`config.mk`:
```
export PLATFORM = sky130hd
export DESIGN_NAME = mul_sched
export DESIGN_NICKNAME = d
export VERILOG_FILES = /design/src/rtl/mul_sched_pkg.sv /design/src/rtl/mul_sched_rr_arb.sv /design/src/rtl/mul_sched.sv
export SDC_FILE = /design/constraint.sdc
export NUM_CORES = 1
export LEC_CHECK = 0
export CAP_MARGIN = 5
export CORE_AREA = 2 2 107 109
export CTS_CLUSTER_SIZE = 25
export DETAILED_ROUTE_END_ITERATION = 6
export DIE_AREA = 0 0 109 111
export DONT_BUFFER_PORTS = 1
export SLEW_MARGIN = 20
export SYNTH_ARGS = -nofsm -noshare
export SYNTH_HDL_FRONTEND = slang
export SYNTH_SLANG_ARGS = --single-unit
```
`constraint.sdc`:
```
create_clock -name clk -period 3.2 [get_ports clk]
set_input_delay 0.64 -clock clk [delete_from_list [all_inputs] [get_ports clk]]
set_output_delay 0.64 -clock clk [all_outputs]
set_load 0.005 [all_outputs]
```
`src/rtl/mul_sched_pkg.sv`:
```
// mul_sched_pkg: shared types and constants for the multiplier scheduler.
//   state_t     - sequencer states
//   DATA_W      - operand / result width
//   TIMEOUT_DEF - default RUN-cycle budget before a job is aborted
package mul_sched_pkg;

   localparam int unsigned DATA_W      = 32;
   localparam int unsigned TIMEOUT_DEF = 40;

   typedef enum logic [1:0] {
      IDLE  = 2'd0,
      CLEAR = 2'd1,
      RUN   = 2'd2,
      RESP  = 2'd3
   } state_t;

endpackage

```
`src/rtl/mul_sched_rr_arb.sv`:
```
// rr_arb: combinational round-robin picker.
//   i_req  - request vector
//   i_ptr  - highest-priority index
//   o_gnt  - one-hot grant (zero when no request)
//   o_idx  - encoded grant index
//   o_any  - at least one request present
module rr_arb #(
   parameter int unsigned  NREQ = 2,
   localparam int unsigned IDW  = (NREQ > 2) ? $clog2(NREQ) : 1
)(
   input  logic [NREQ-1:0] i_req,
   input  logic [IDW-1:0]  i_ptr,
   output logic [NREQ-1:0] o_gnt,
   output logic [IDW-1:0]  o_idx,
   output logic            o_any
);

   logic [2*NREQ-1:0] w_rot;
   logic [IDW-1:0]    w_off;
   logic [IDW:0]      w_sum;

   // Rotate so the pointer position lands at bit 0; doubling handles the wrap.
   assign w_rot = {i_req, i_req} >> i_ptr;

   // Lowest set bit of the rotated vector is the winner's offset from the pointer.
   always_comb begin
      w_off = '0;
      o_any = 1'b0;
      for (int k = int'(NREQ) - 1; k >= 0; k--) begin
         if (w_rot[k]) begin
            w_off = IDW'(k);
            o_any = 1'b1;
         end
      end
   end

   // Pointer + offset, reduced modulo NREQ (NREQ need not be a power of two).
   assign w_sum = {1'b0, i_ptr} + {1'b0, w_off};
   assign o_idx = (w_sum >= (IDW+1)'(NREQ)) ? IDW'(w_sum - (IDW+1)'(NREQ)) : IDW'(w_sum);

   always_comb begin
      o_gnt = '0;
      for (int unsigned i = 0; i < NREQ; i++) begin
         o_gnt[i] = o_any && (o_idx == IDW'(i));
      end
   end

endmodule

```
`src/rtl/mul_sched.sv`:
```
// mul_sched: shares one iterative 32x32 multiplier between NREQ requesters.
// Round-robin accept (valid/ready), clear the multiplier, hold operands,
// wait for drdy (or TIMEOUT), return the selected product half with the id.
// Ports:
//   clk, rst                         - clock, synchronous active-high reset
//   req_valid/ready/a/b/signed/upper - packed per-requester request channel
//   rsp_valid/ready/id/data/err      - response channel
//   busy                             - not IDLE
//   mul_a/b/rst/signctl/upper        - multiplier controls
//   mul_dout, mul_drdy               - multiplier result / done
// Optional: define MUL_SCHED_ZERO_BYPASS_EN to answer jobs with a zero
// operand directly (IDLE -> RESP) without touching the multiplier.
module mul_sched
   import mul_sched_pkg::*;
#(
   parameter int unsigned  NREQ    = 2,
   parameter int unsigned  TIMEOUT = TIMEOUT_DEF,
   localparam int unsigned IDW     = (NREQ > 2) ? $clog2(NREQ) : 1
)(
   input  logic                   clk,
   input  logic                   rst,
   input  logic [NREQ-1:0]        req_valid,
   output logic [NREQ-1:0]        req_ready,
   input  logic [NREQ*DATA_W-1:0] req_a,
   input  logic [NREQ*DATA_W-1:0] req_b,
   input  logic [NREQ-1:0]        req_signed,
   input  logic [NREQ-1:0]        req_upper,
   output logic                   rsp_valid,
   input  logic                   rsp_ready,
   output logic [IDW-1:0]         rsp_id,
   output logic [DATA_W-1:0]      rsp_data,
   output logic                   rsp_err,
   output logic                   busy,
   output logic [DATA_W-1:0]      mul_a,
   output logic [DATA_W-1:0]      mul_b,
   output logic                   mul_rst,
   output logic                   mul_signctl,
   output logic                   mul_upper,
   input  logic [DATA_W-1:0]      mul_dout,
   input  logic                   mul_drdy
);

   localparam int unsigned CNT_W = $clog2(TIMEOUT + 1);

   state_t              r_state, w_state_nxt;
   logic [IDW-1:0]      r_ptr, r_id;
   logic [DATA_W-1:0]   r_a, r_b, r_rsp_data;
   logic                r_signed, r_upper, r_rsp_err;
   logic [CNT_W-1:0]    r_cnt;

   logic [NREQ-1:0]     w_gnt;
   logic [IDW-1:0]      w_idx;
   logic                w_any, w_accept, w_hit_drdy, w_hit_to;
   logic [DATA_W-1:0]   w_sel_a, w_sel_b;
   logic                w_sel_signed, w_sel_upper;

   rr_arb #(.NREQ(NREQ)) u_arb (
      .i_req (req_valid),
      .i_ptr (r_ptr),
      .o_gnt (w_gnt),
      .o_idx (w_idx),
      .o_any (w_any)
   );

   // Operand mux for the granted requester.
   always_comb begin
      w_sel_a      = '0;
      w_sel_b      = '0;
      w_sel_signed = 1'b0;
      w_sel_upper  = 1'b0;
      for (int unsigned i = 0; i < NREQ; i++) begin
         if (w_idx == IDW'(i)) begin
            w_sel_a      = req_a[i*DATA_W +: DATA_W];
            w_sel_b      = req_b[i*DATA_W +: DATA_W];
            w_sel_signed = req_signed[i];
            w_sel_upper  = req_upper[i];
         end
      end
   end

   // drdy is meaningless in RUN cycle 0 (multiplier still settling from clear).
   assign w_hit_drdy = (r_cnt != '0) && mul_drdy;
   assign w_hit_to   = (r_cnt == CNT_W'(TIMEOUT));
   assign w_accept   = (r_state == IDLE) && w_any;

`ifdef MUL_SCHED_ZERO_BYPASS_EN
   logic w_zero;
   assign w_zero = (w_sel_a == '0) || (w_sel_b == '0);
`endif

   // State register.
   always_ff @(posedge clk) begin
      if (rst) r_state <= IDLE;
      else     r_state <= w_state_nxt;
   end

   // Next-state logic.
   always_comb begin
      w_state_nxt = r_state;
      case (r_state)
         IDLE: begin
            if (w_any) begin
               w_state_nxt = CLEAR;
`ifdef MUL_SCHED_ZERO_BYPASS_EN
               if (w_zero) w_state_nxt = RESP;
`endif
            end
         end
         CLEAR: w_state_nxt = RUN;
         RUN:   if (w_hit_drdy || w_hit_to) w_state_nxt = RESP;
         RESP:  if (rsp_ready) w_state_nxt = IDLE;
         default: w_state_nxt = IDLE;
      endcase
   end

   // Job datapath: operand latch, RUN counter, result capture, RR pointer.
   always_ff @(posedge clk) begin
      if (rst) begin
         r_ptr      <= '0;
         r_id       <= '0;
         r_a        <= '0;
         r_b        <= '0;
         r_signed   <= 1'b0;
         r_upper    <= 1'b0;
         r_cnt      <= '0;
         r_rsp_data <= '0;
         r_rsp_err  <= 1'b0;
      end else begin
         case (r_state)
            IDLE: begin
               if (w_accept) begin
                  r_a        <= w_sel_a;
                  r_b        <= w_sel_b;
                  r_signed   <= w_sel_signed;
                  r_upper    <= w_sel_upper;
                  r_id       <= w_idx;
                  r_cnt      <= '0;
                  // Zero here doubles as the bypass result.
                  r_rsp_data <= '0;
                  r_rsp_err  <= 1'b0;
               end
            end
            RUN: begin
               if (w_hit_drdy) begin
                  r_rsp_data <= mul_dout;
                  r_rsp_err  <= 1'b0;
               end else if (w_hit_to) begin
                  r_rsp_data <= '0;
                  r_rsp_err  <= 1'b1;
               end else begin
                  r_cnt <= r_cnt + CNT_W'(1);
               end
            end
            RESP: begin
               if (rsp_ready) begin
                  r_ptr <= (r_id == IDW'(NREQ - 1)) ? '0 : r_id + IDW'(1);
               end
            end
            default: ;
         endcase
      end
   end

   assign req_ready   = (r_state == IDLE) ? w_gnt : '0;
   assign rsp_valid   = (r_state == RESP);
   assign rsp_id      = r_id;
   assign rsp_data    = r_rsp_data;
   assign rsp_err     = r_rsp_err;
   assign busy        = (r_state != IDLE);
   assign mul_a       = r_a;
   assign mul_b       = r_b;
   assign mul_signctl = r_signed;
   assign mul_upper   = r_upper;
   assign mul_rst     = rst || (r_state == CLEAR);

endmodule

```
; After elaboration in Yosys (flattened, before gate mapping)
; Index checks and enable logic that the tools add are counted.
[classes]
magnitude_cmp = 1
reduce_logical = 15
n_mux = 26
addsub = 4
eq_ne = 11
bitwise_logic = 1
shifts = 1
[ops]
columns = op, n
row1 = $mux W32, 5
row2 = $pmux W32 S2, 1
row3 = $mux W6, 3
row4 = $pmux W6 S2, 1
row5 = $mux W1, 10
row6 = $mux W2, 4
row7 = $ne A2 B2 Y1 const B, 4
row8 = $pmux W2 S4, 1
row9 = $add A6 B1 Y6 const B, 1
row10 = $eq A6 B6 Y1 const B, 1
row11 = $reduce_and A3 Y1, 2
row12 = $reduce_bool A6 Y1, 1
row13 = $eq A2 B2 Y1 const B, 2
row14 = $logic_and A1 B1 Y1, 4
row15 = $ne A2 B1 Y1 const B, 2
row16 = $reduce_and A2 Y1, 2
row17 = $reduce_and A4 Y1, 1
row18 = $reduce_bool A2 Y1, 2
row19 = $shr A4 B1 Y2, 1
row20 = $ne A3 B3 Y1 const B, 1
row21 = $add A1 B1 Y2, 1
row22 = $eq A2 B1 Y1 const B, 1
row23 = $ge A2 B2 Y1 const B, 1
row24 = $logic_not A2 Y1, 1
row25 = other kinds (5), 6
[totals]
inputBits = 170
out_inout_bits = 105
word_cells = 69
reg_bits = 109

; Depth between registers and ports, before layout
; Gate-level depths: netlist of the first run.
[depth]
ltp_word = 9
mapped_depth = 8
depth_no_buf = 6

; Modules after synthesis
; A second synthesis of the first run with hierarchy kept.
[hier_totals]
hier_cells = 544
area_unflattened_um2 = 4909.7
[by_module_without_submodules]
columns = mod, instances, cells_each, area_each_um2, seq_area_each_um2
row1 = mul_sched, 1, 539, 4875.9, 2182.1
row2 = rr_arb, 1, 5, 33.8, 0.0

; Least setup slack after synthesis of the first run
; OpenSTA, ideal clock, no wires.
[synth_path]
path_kind = input to output
start = input port req_valid[1]
end = output port req_ready[1]
stages = 5
required_ns = 2.560
n_path_buf = 3
setup_slack_ns = 0.985
arrival_ns = 1.575
path_cell_list = maj3_1 > buf_2 > buf_6 > buf_4 > and2_1
[synth_via]
elab_chain_cells = 8
word_cells_on_any_way = 10
classes_between = 2 x add/sub / 1 x order compare / 1 x shift / 5 x mux / 1 x reduce/logical
[synth_rtl]
columns = item, line_no
row1 = start: declaration, mul_sched.sv:22  ; input logic [NREQ-1:0] req_valid,
row2 = $shr A4 B1 Y2 (*), mul_sched_rr_arb.sv:23  ; assign w_rot = {i_req, i_req} >> i_ptr;
row3 = $mux W1 (2 in series), mul_sched_rr_arb.sv:30  ; if (w_rot[k]) begin
row4 = $add A1 B1 Y2, mul_sched_rr_arb.sv:38  ; assign w_sum = {1'b0, i_ptr} + {1'b0, w_off};
row5 = $ge A2 B2 Y1 / $sub A1 B1 Y1 (equally long branches), mul_sched_rr_arb.sv:39  ; assign o_idx = (w_sum >= (IDW+1)'(NREQ)) ? IDW'(w_sum - (IDW+1)'(NREQ)) : IDW'(w_sum);
row6 = $mux W1, mul_sched_rr_arb.sv:39
row7 = $logic_and A1 B1 Y1 (*), mul_sched_rr_arb.sv:44  ; o_gnt[i] = o_any && (o_idx == IDW'(i));
row8 = $mux W2 (*), mul_sched.sv:164  ; assign req_ready = (r_state == IDLE) ? w_gnt : '0;
row9 = end: declaration, mul_sched.sv:23  ; output logic [NREQ-1:0] req_ready,
; Mark *: on every way between the ends. The rest lies on a longest branch, timed or not.

; Worst setup path in the final report of the first run
[layout_path]
start = register r_state[0]
end = register r_rsp_data[30] (netlist: rsp_data[30])
[layout_via]
elab_chain_cells = 4
word_cells_on_any_way = 8
classes_between = 3 x eq/ne / 1 x mux / 4 x reduce/logical
[layout_rtl]
columns = item, line_no
row1 = start: declaration, mul_sched.sv:45  ; state_t r_state, w_state_nxt;
row2 = start signal: assignment, mul_sched.sv:94  ; else r_state <= w_state_nxt;
row3 = $logic_not A2 Y1, "mul_sched.sv:84, mul_sched.sv:129"
row4 = $logic_and A1 B1 Y1, mul_sched.sv:84  ; assign w_accept = (r_state == IDLE) && w_any;
row5 = $ne A2 B2 Y1 (no source line), --
row6 = $reduce_and A3 Y1 (no source line), --
row7 = end signal: assignment, mul_sched.sv:145  ; r_rsp_data <= mul_dout;
row8 = end: declaration, mul_sched.sv:47  ; logic [DATA_W-1:0] r_a, r_b, r_rsp_data;
; Several ways; a longest one is shown, not always the timed one.
; A chain may end at the register's enable or synchronous reset.

==> summary.txt, run 1 <==
Floorplanning
  • # rows: 39
  • # IOs: around 280
  • Core outline area: 11100 um^2
  • Initial core utilization: roughly 47%
  • DIE AREA: 12100 um^2
  • Die Wd: between 100 and 150 um
  • Chip height: 111 um

Worst setup path
  • R2r setup slk: slightly above 0.9 ns
  • R2R Path End: rsp_data[30]
  • Arrival time worst endpoint: 2.47 ns
  • CP Max Fanout: 22
  • Setup crit end kind: flip-flop
  • R2R cell count: 7
  • Worst setup SP type: flip-flop
  • Critical Setup Path Class: flip-flop to flip-flop
  • Req. time, crit path: around 3.4 ns
  • Critical R2R Launch: r_state[0]

Logic synthesis
  • Synth unique cells: 49
  • Seq/Total Area, Yosys: 42.1%
  • #FFs+latches synth: 109
  • Post-synthesis simple-gate area fraction: 9.08%
  • Mux share of post-synthesis cell area: roughly an eighth
  • Largest family of logic cells by synthesized area: compound AO/OA/AOI/OAI gates
  • Syn Nets: between 700 and 800
  • Async SR Flop Fraction: 0%
  • Synth Cell Area: 5180 um^2
  • Post-Syn Instances: 530
  • Synth Area in XOR/XNOR: 0%
  • Ys flop type: dfxtp_1
  • Yosys warns: 0
  • EDFF count, synth: 0
  • Mean Syn Cell Area: 9.77 um^2
  • Synth Area in Compound Gates: 24.4%
  • Post-Synth Adder-Cell Area: approximately 1.6%

Finish
  • Layout area overhead: 5.87%
  • Cell Count, Final, Fillers Out: 649
  • # diodes: 0
  • Final net count: 677
  • Layout cells sized above 1: 12.6%
  • Commonest cells after routing, fill and taps aside: dfxtp_1 (109), nor2_1 (72), inv_1 (71), a211oi_1 (67), mux2i_1 (67)
  • Fill cells: 1021
  • Final Util: 49.5%
  • Post-route cell area: 5480 um^2
  • Commonest non-fill, non-tap cell in the layout: dfxtp_1

Power and ir drop
  • Gate power share: between 30% and 40%
  • Pwr per Cell Area: 800 nW/um^2
  • Reg power frac: 44.2%
  • Clock power share: 25.3%
  • Int Pwr: 2.76 mW
  • Maximum VDD drop: roughly 0.4 mV
  • Total power: 4.39 mW
  • Switching part of the total: 37.2%
  • P_sw: 1.63 mW
  • Leakage power: approximately 2 nW

Clock tree
  • Post-cts repair resize count: 0
  • TritonCTS Buffers: 9
  • CTS Buffer Depth: 2
  • Clock Latency Late Sink: 0.34 ns
  • Cts hold-fix bufs: 0
  • TritonCTS Sinks: 109
  • Postcts setup bufs: 0
  • CTS tree: yes
  • Clk pin slew, worst setup/hold paths: approximately 0.07 ns
  • Root Driver: clkbuf_16
  • H-tree levels: 3

STA
  • RSZ-0062 raised after global routing: false
  • Setup TNS: 0 ns
  • Setup WS post-layout: 0.928 ns
  • Clock skew: 0.00740 ns
  • Min cycle time layout: about 2.3 ns
  • Slew @ Worst Pin: 0.547 ns
  • Fmax: 0.440 GHz
  • Rel. slew slack: 63.5%
  • Final Hold Vio Count: 0
  • Setup violators final: 0
  • Tcrit/Tclk final: 71.0%
  • Fin. max-slew vios: 0
  • Hold WS: 0.379 ns

Job
  • Max-cap violation count: 0

GRT
  • First-pass GRT wire length: 17.5 mm
  • GRT Overall Usage: between 10% and 20%
  • Vias in the first global route: 3416
  • Initial antenna violation count: 0
  • Grt total ovfl: 0
  • Largest net degree at the start of global routing: 134

Run status
  • Status: completed

Worst hold path
  • Worst Hold Class: primary input to flip-flop
  • Min-Delay Endpoint: mul_b[9]
  • Worst Hold Launch: rst
  • Hold path cells: 1

Route
  • Routed len/inst: 18.0 um
  • Vias per cell: 5.67
  • Routed WL: 11.7 mm
  • Pre-Repair DR Iteration Count: 4
  • DRT iter0 DRCs: 215
  • DR vias: 3681
  • DRC: 0
  • DRT antenna net count: 0

Placed design
  • Post-DP HPWL: 8.48 mm
  • Gp weighted congestion: 0.844
  • Number of cells after detailed placement: roughly 630
  • DP Area: 5180 um^2
  • Number of buffers added on ports: 0
  • Placement Setup Slack: 0.937 ns
## power by group through the flow
stage / registers [mW] / clock network (mW) / logic [mW]
floorplan: 1.88 / 0 / 1.22
global route: 1.98 / 1.20 / 1.50
CTS: 1.95 / 1.15 / 1.36
global placement: 1.98 / 0 / 1.31
finish: 1.94 / 1.11 / 1.34
detailed placement: 1.98 / 0 / 1.36
## routing by layer
metal  routed length, um  share of wire (%)  global-route usage [%]
met1                4700                 40                    21.9
met2                5630                 48                    29.9
met3                1090                9.4                    5.82
met4                 240                2.1                    7.86
met5                   0                  0                       0
## how the worst max path moves through the flow
| stage | depth (start not counted) | to | from | slack, ns |
|---|---|---|---|---|
| 6_report | 7 | rsp_data[30] | r_state[0] | 0.93 |
| 5_1_grt | 7 | rsp_data[30] | r_state[0] | 0.78 |
| 4_1_cts | 7 | rsp_data[29] | r_state[0] | 0.92 |
| 3_5_place_dp | 7 | rsp_data[30] | r_state[0] | 0.94 |
| 3_3_place_gp | 7 | rsp_data[0] | r_state[0] | 1.00 |
| 2_1_floorplan | 5 | req_ready[1] | req_valid[1] | 0.98 |
## synth_stat cells, types with 3 or more instances
| library cell | n | area share (%) |
|---|---|---|
| inv_1 | 71 | 5.1 |
| or3_1 | 4 | 0.48 |
| a21oi_1 | 7 | 0.68 |
| a211oi_1 | 67 | 9.7 |
| o21ai_0 | 3 | 0.29 |
| and2_1 | 4 | 0.48 |
| buf_4 | 3 | 0.43 |
| mux2i_1 | 67 | 13 |
| dfxtp_1 | 109 | 42 |
| nand2_1 | 6 | 0.43 |
| ha_1 | 6 | 1.4 |
| buf_2 | 8 | 0.77 |
| nor2_1 | 73 | 5.3 |
| clkbuf_1 | 24 | 1.7 |
| buf_6 | 7 | 1.5 |
| o32ai_2 | 30 | 9.4 |
## cells by family (layout without fill, tap and decap cells)
family | count (synthesis) | in the layout
compound gates | 128 | 128
flops | 109 | 109
fa+ha+maj | 7 | 7
mux | 67 | 67
buf+inv | 116 | 92
simple gates | 103 | 103
## worst max-delay path: stages (launching register included)
cell	delay (ns)
dfxtp_1	0.38
inv_1	0.08
ha_1	0.25
or3b_1	0.21
o21ai_1	0.18
a31oi_4	0.46
buf_4	0.43
o32ai_2	0.12
## area by class of cell
class / instances / area (um^2) / area share [%]
clock inverters: 6 / 68.8 / 1.26
flip-flops and latches: 109 / 2180 / 39.8
repair buffers: 4 / 55.1 / 1.00
inverters: 72 / 270 / 4.93
multi-input cells: 305 / 2500 / 45.6
clock buffers: 10 / 229 / 4.18
well taps: 143 / 179 / 3.26
## registers in the layout, indices dropped and copies added, names as in the netlist
signal	count
rsp_data	32
mul_signctl	1
mul_upper	1
r_state	2
mul_a	32
mul_b	32
r_ptr	1
r_cnt	6
rsp_err	1
rsp_id	1
Power figures use the tool's default switching activity.
==> run 2: changes to the inputs <==
--- a/config.mk
+++ b/config.mk
@@ -6,10 +6,10 @@
 export NUM_CORES = 1
 export LEC_CHECK = 0
 export CAP_MARGIN = 5
-export CORE_AREA = 2 2 107 109
+export CORE_AREA = 2 2 108 110
 export CTS_CLUSTER_SIZE = 25
 export DETAILED_ROUTE_END_ITERATION = 6
-export DIE_AREA = 0 0 109 111
+export DIE_AREA = 0 0 110 112
 export DONT_BUFFER_PORTS = 1
 export SLEW_MARGIN = 20
 export SYNTH_ARGS = -nofsm -noshare
==> constraint.sdc (replaced) <==
create_clock -name clk -period 2 [get_ports clk]
set_input_delay 0.4 -clock clk [delete_from_list [all_inputs] [get_ports clk]]
set_output_delay 0.4 -clock clk [all_outputs]
set_load 0.005 [all_outputs]
==> summary.txt, run 2 (synthesis gave the netlist of run 1 again) <==
Run status
  • Status: completed

STA
  • Final Hold Vio Count: 0
  • Slew @ Worst Pin: 0.473 ns
  • RSZ-0062 raised after global routing: true
  • Clock skew: between 0.006 and 0.007 ns
  • Fmax: 0.519 GHz
  • Setup WS post-layout: 0.0729 ns
  • Hold WS: approximately 0.14 ns
  • Tcrit/Tclk final: just under 100%
  • Setup violators final: 0
  • Min cycle time layout: 1.93 ns
  • Rel. slew slack: between 60% and 70%
  • Fin. max-slew vios: 0

Power and ir drop
  • Switching part of the total: 36.6%
  • P_sw: approximately 2.7 mW
  • Pwr per Cell Area: 1300 nW/um^2
  • Gate power share: 34.9%
  • Clock power share: 23.0%
  • Leakage power: 2.11 nW
  • Maximum VDD drop: just over 0.6 mV
  • Reg power frac: 42.0%
  • Int Pwr: between 4 and 5 mW

Worst setup path
  • CP Max Fanout: 32
  • Critical Path Source: r_cnt[0]
  • Arrival time worst endpoint: 2.17 ns
  • R2R cell count: 7
  • Req. time, crit path: ~2.2 ns
  • Worst setup SP type: flip-flop
  • Critical Setup Path Class: flip-flop to flip-flop
  • R2R Path End: rsp_data[19]
  • Critical R2R Launch: r_cnt[0]
  • R2r setup slk: 0.07 ns
  • Setup crit end kind: flip-flop
  • Crit path to: rsp_data[19]

Placed design
  • Placement Setup Slack: 0.0371 ns
  • Gp weighted congestion: approximately 0.8
  • Number of buffers added on ports: 0
  • Post-DP HPWL: 8.74 mm

Route
  • DRT iter0 DRCs: 189
  • DRT antenna net count: 0
  • Routed WL: 12.1 mm
  • DRC: 0
  • DR vias: around 3700
  • Vias per cell: around 5.6
  • Routed len/inst: between 15 and 20 um
  • Pre-Repair DR Iteration Count: 4

Clock tree
  • Root Driver: clkbuf_16
  • H-tree levels: 3
  • Cts hold-fix bufs: 0
  • TritonCTS Sinks: 109
  • Clk pin slew, worst setup/hold paths: 0.07 ns
  • CTS Buffer Depth: 2
  • TritonCTS Buffers: 9
  • CTS tree: yes
  • Clock Latency Late Sink: ~0.34 ns

GRT
  • GRT Overall Usage: 18.6%
  • First-pass GRT wire length: 18.0 mm
  • Grt total ovfl: 0
  • Initial antenna violation count: 0
  • Largest net degree at the start of global routing: around 120
  • Vias in the first global route: 3556

Finish
  • Register area: 2180 um^2
  • # diodes: 0
  • Final Util: 50.6%
  • Commonest cells after routing, fill and taps aside: dfxtp_1 (108), nor2_1 (72), inv_1 (70), a211oi_1 (67), mux2i_1 (67)
  • Fill cells: 1021
  • Layout area overhead: 9.28%
  • Commonest non-fill, non-tap cell in the layout: dfxtp_1
  • Layout cells sized above 1: roughly 16%
  • Final net count: 690
  • Area taken by multi-input logic gates: 2510 um^2

Floorplanning
  • # IOs: 275
  • DIE AREA: 12300 um^2
  • # rows: 39
  • Chip height: 112 um
  • Die Wd: 110 um
  • Initial core utilization: 46.3%
  • Core outline area: about 11000 um^2

Worst hold path
  • Hold path cells: 1
  • Worst Hold Class: primary input to flip-flop

Job
  • Max-cap violation count: 0
## run 2: final cells by class
| cell class | count | area share (%) |
|---|---|---|
| repair buffers | 17 | 4.02 |
| clock buffers | 12 | 4.53 |
| multi-input cells | 305 | 44.4 |
| inverters | 72 | 4.78 |
| flip-flops and latches | 109 | 38.6 |
| clock inverters | 4 | 0.531 |
| well taps | 143 | 3.16 |
## run 2: routing by layer
layer	global-route usage, %	vias up	routed length (um)
met3	6.91	12	1170
met2	30.9	152	5880
met1	21.7	1707	4830
li1	-	1844	-
met4	6.50	0	199
met5	0	-	0
## run 2: timing repair
action                     4_1_cts  5_1_grt
gates cloned                     1        0
setup buffers                    1        0
resized for setup                2        2
setup endpoints to repair        1       33
pin swaps                        1        0
## run 2: worst min-delay path by stage
stage                      start      endpoint  slack [ns]
finish                       rst    r_state[1]        0.14
global route                 rst      r_cnt[3]        0.12
CTS                          rst     mul_b[12]        0.12
detailed placement  rsp_data[19]  rsp_data[19]        0.49
global placement    rsp_data[19]  rsp_data[19]        0.48
floorplan           rsp_data[18]  rsp_data[18]        0.47
## run 2: power by group through the flow
stage / Combinational (mW) / Sequential (mW) / Clock, mW
detailed placement: 2.44 / 3.16 / 0
finish: 2.58 / 3.10 / 1.70
global placement: 2.35 / 3.15 / 0
global route: 2.87 / 3.16 / 1.83
CTS: 2.60 / 3.11 / 1.76
floorplan: 1.95 / 3.01 / 0
## run 2: critical path: stages (launching register included)
cell	delay, ns
dfxtp_2	0.34
inv_1	0.09
ha_1	0.16
or3b_4	0.44
o21ai_4	0.24
a31oi_4	0.13
buf_12	0.19
o32ai_1	0.23
## run 2: through the flow
step	instances	total power, mW	TNS (ns)	area [um^2]
2_1_floorplan	530	4.96	0	5180
3_3_place_gp	644	5.51	0	5320
3_5_place_dp	644	5.60	0	5320
4_1_cts	662	7.47	0	5660
5_1_grt	662	7.87	-0.0282	5660
6_report	662	7.38	0	5660
==> run 3: changes to the inputs <==
--- a/config.mk
+++ b/config.mk
@@ -5,12 +5,14 @@
 export SDC_FILE = /design/constraint.sdc
 export NUM_CORES = 1
 export LEC_CHECK = 0
-export CAP_MARGIN = 5
+export CAP_MARGIN = 20
 export CORE_AREA = 2 2 108 110
 export CTS_CLUSTER_SIZE = 25
 export DETAILED_ROUTE_END_ITERATION = 6
 export DIE_AREA = 0 0 110 112
 export DONT_BUFFER_PORTS = 1
+export GPL_ROUTABILITY_DRIVEN = 0
+export REMOVE_ABC_BUFFERS = 1
 export SLEW_MARGIN = 20
 export SYNTH_ARGS = -nofsm -noshare
 export SYNTH_HDL_FRONTEND = slang
==> summary.txt, run 3 (synthesis gave the netlist of run 1 again) <==
Worst setup path
  • Setup crit end kind: flip-flop
  • Worst setup SP type: flip-flop
  • Max stage delay on crit path: 0.44 ns
  • Arrival time worst endpoint: roughly 2.1 ns
  • Worst path top cell family by delay: compound AO/OA/AOI/OAI gates
  • CP Max Fanout: 32
  • WP buf/inv: 2
  • Req. time, crit path: 2.26 ns
  • Critical-path top delay cell: or3b_4
  • Critical Path, Cell by Cell: inv_1 -> ha_1 -> or3b_4 -> o21ai_4 -> a31oi_4 -> buf_12 -> o32ai_2
  • Critical Setup Path Class: flip-flop to flip-flop

Power and ir drop
  • Gate power share: 32.5%
  • P_sw: between 2 and 3 mW
  • Int Pwr: roughly 4.7 mW
  • Maximum VDD drop: 0.893 mV
  • Switching part of the total: a little over a third
  • Clock power share: 24.7%
  • Pwr per Cell Area: 1290 nW/um^2
  • Leakage power: 2.10 nW
  • Reg power frac: 42.8%

Run status
  • Status: completed

Placed design
  • Post-DP HPWL: roughly 9 mm
  • Placement Setup Slack: between 0.05 and 0.06 ns
  • Number of buffers added on ports: 0
  • DP Area: 5280 um^2

STA
  • Tcrit/Tclk final: a little over nine tenths
  • Rel. slew slack: 72.6%
  • Clock skew: 0.00426 ns
  • Slew @ Worst Pin: a little over 0.4 ns
  • Setup WS post-layout: between 0.1 and 0.15 ns
  • Final Hold Vio Count: 0
  • Fmax: 0.532 GHz
  • Min cycle time layout: 1.88 ns
  • Setup violators final: 0
  • Fin. max-slew vios: 0

Route
  • DR vias: about 3800
  • DRT iter0 DRCs: between 150 and 200
  • Routed len/inst: 18.8 um
  • Pre-Repair DR Iteration Count: 5
  • DRC: 0
  • Vias per cell: 5.70
  • DRT antenna net count: 0
  • Routed WL: 12.4 mm

Floorplanning
  • DIE AREA: 12300 um^2
  • # IOs: 275
  • Core outline area: 11200 um^2
  • Initial core utilization: about 46%
  • Chip height: 112 um
  • # rows: 39
  • Die Wd: about 110 um

Finish
  • # diodes: 0
  • Area taken by multi-input logic gates: 2510 um^2
  • Final net count: 689
  • Layout cells sized above 1: 15.3%
  • Fill cells: 1029
  • Commonest cells after routing, fill and taps aside: dfxtp_1 (108), nor2_1 (72), inv_1 (70), a211oi_1 (67), mux2i_1 (67)
  • Layout area overhead: 8.94%
  • Post-route cell area: 5640 um^2
  • Commonest non-fill, non-tap cell in the layout: dfxtp_1
  • Register area: ~2200 um^2

Clock tree
  • H-tree levels: 3
  • Cts hold-fix bufs: 0
  • CTS tree: yes
  • TritonCTS Sinks: around 110
  • Clock Latency Late Sink: 0.35 ns
  • Root Driver: clkbuf_16
  • TritonCTS Buffers: 9
  • Clk pin slew, worst setup/hold paths: 0.07 ns
  • CTS Buffer Depth: 2

GRT
  • Grt total ovfl: 0
  • First-pass GRT wire length: 18.8 mm
  • Vias in the first global route: 3667
  • GRT Overall Usage: 19.9%
  • Initial antenna violation count: 0
  • Largest net degree at the start of global routing: between 100 and 150

Job
  • Max-cap violation count: 0

Worst hold path
  • Worst Hold Class: primary input to flip-flop
[run 3: changes by cell type in the layout (fill, tap and decap cells not counted), sizes merged]
cell,before,now
buf,16,15
bufbuf,1,0
bufinv,0,1
clkbuf,12,14
clkinv,2,0
clkinvlp,1,0
inv,73,72
[run 3: worst reg2reg max path, delay by kind of cell (launching register included)]
kind	cells	cell delay, ns
compound gates	3	0.57
fa+ha+maj	1	0.15
flops	1	0.33
buf+inv	2	0.29
simple gates	1	0.44
[run 3: layer usage]
layer  global-route usage, %  up-vias  routed length, um  share of wire (%)
met5                       0        -                  0                  0
met4                    7.43        0                223                1.8
met3                    6.67       16                967                7.8
met2                    34.7      149               6430                 52
met1                    21.9     1747               4750                 38
li1                        -     1843                  -                  -
[run 3: repair_timing]
action / CTS / global route
endpoints found under the setup margin: 1 / 33
hold endpoints to repair: 0 / 0
gates cloned: 0 / 1
pin swaps: 1 / 2
gates resized for setup: 0 / 5
setup buffers: 0 / 4
[run 3: final cells by class]
class	instances	area share [%]
well taps	143	3.17
clock inverters	1	0.532
multi-input cells	305	44.5
inverters	72	4.79
flip-flops and latches	109	38.7
repair buffers	16	3.55
clock buffers	13	4.79
[run 3: per-stage QoR]
step	hold slack, ns	power, mW	TNS [ns]	util, %	cells
2_1_floorplan	0.469	4.16	-243.62	-	486
3_3_place_gp	0.482	5.43	0	47.2	640
3_5_place_dp	0.484	5.51	0	47.2	640
4_1_cts	0.103	7.33	0	49.9	654
5_1_grt	0.101	7.80	-0.00102	50.5	659
6_report	0.128	7.28	0	50.5	659
[run 3: path summary, 6_finish.rpt]
check / from / to / slack (ns) / depth (start not counted)
min: rst / mul_a[15] / 0.13 / 1
min reg2reg: rsp_data[19] / rsp_data[19] / 0.51 / 2
max: r_cnt[0] / rsp_data[2] / 0.12 / 7
max reg2reg: r_cnt[0] / rsp_data[2] / 0.12 / 7
[run 3: power groups by stage]
stage | clock (mW) | sequential [mW] | combinational (mW)
after global placement | 0 | 3.16 | 2.27
after floorplan | 0 | 2.74 | 1.43
after global routing | 1.95 | 3.18 | 2.68
final | 1.80 | 3.12 | 2.37
after CTS | 1.87 | 3.13 | 2.33
after detailed placement | 0 | 3.17 | 2.34
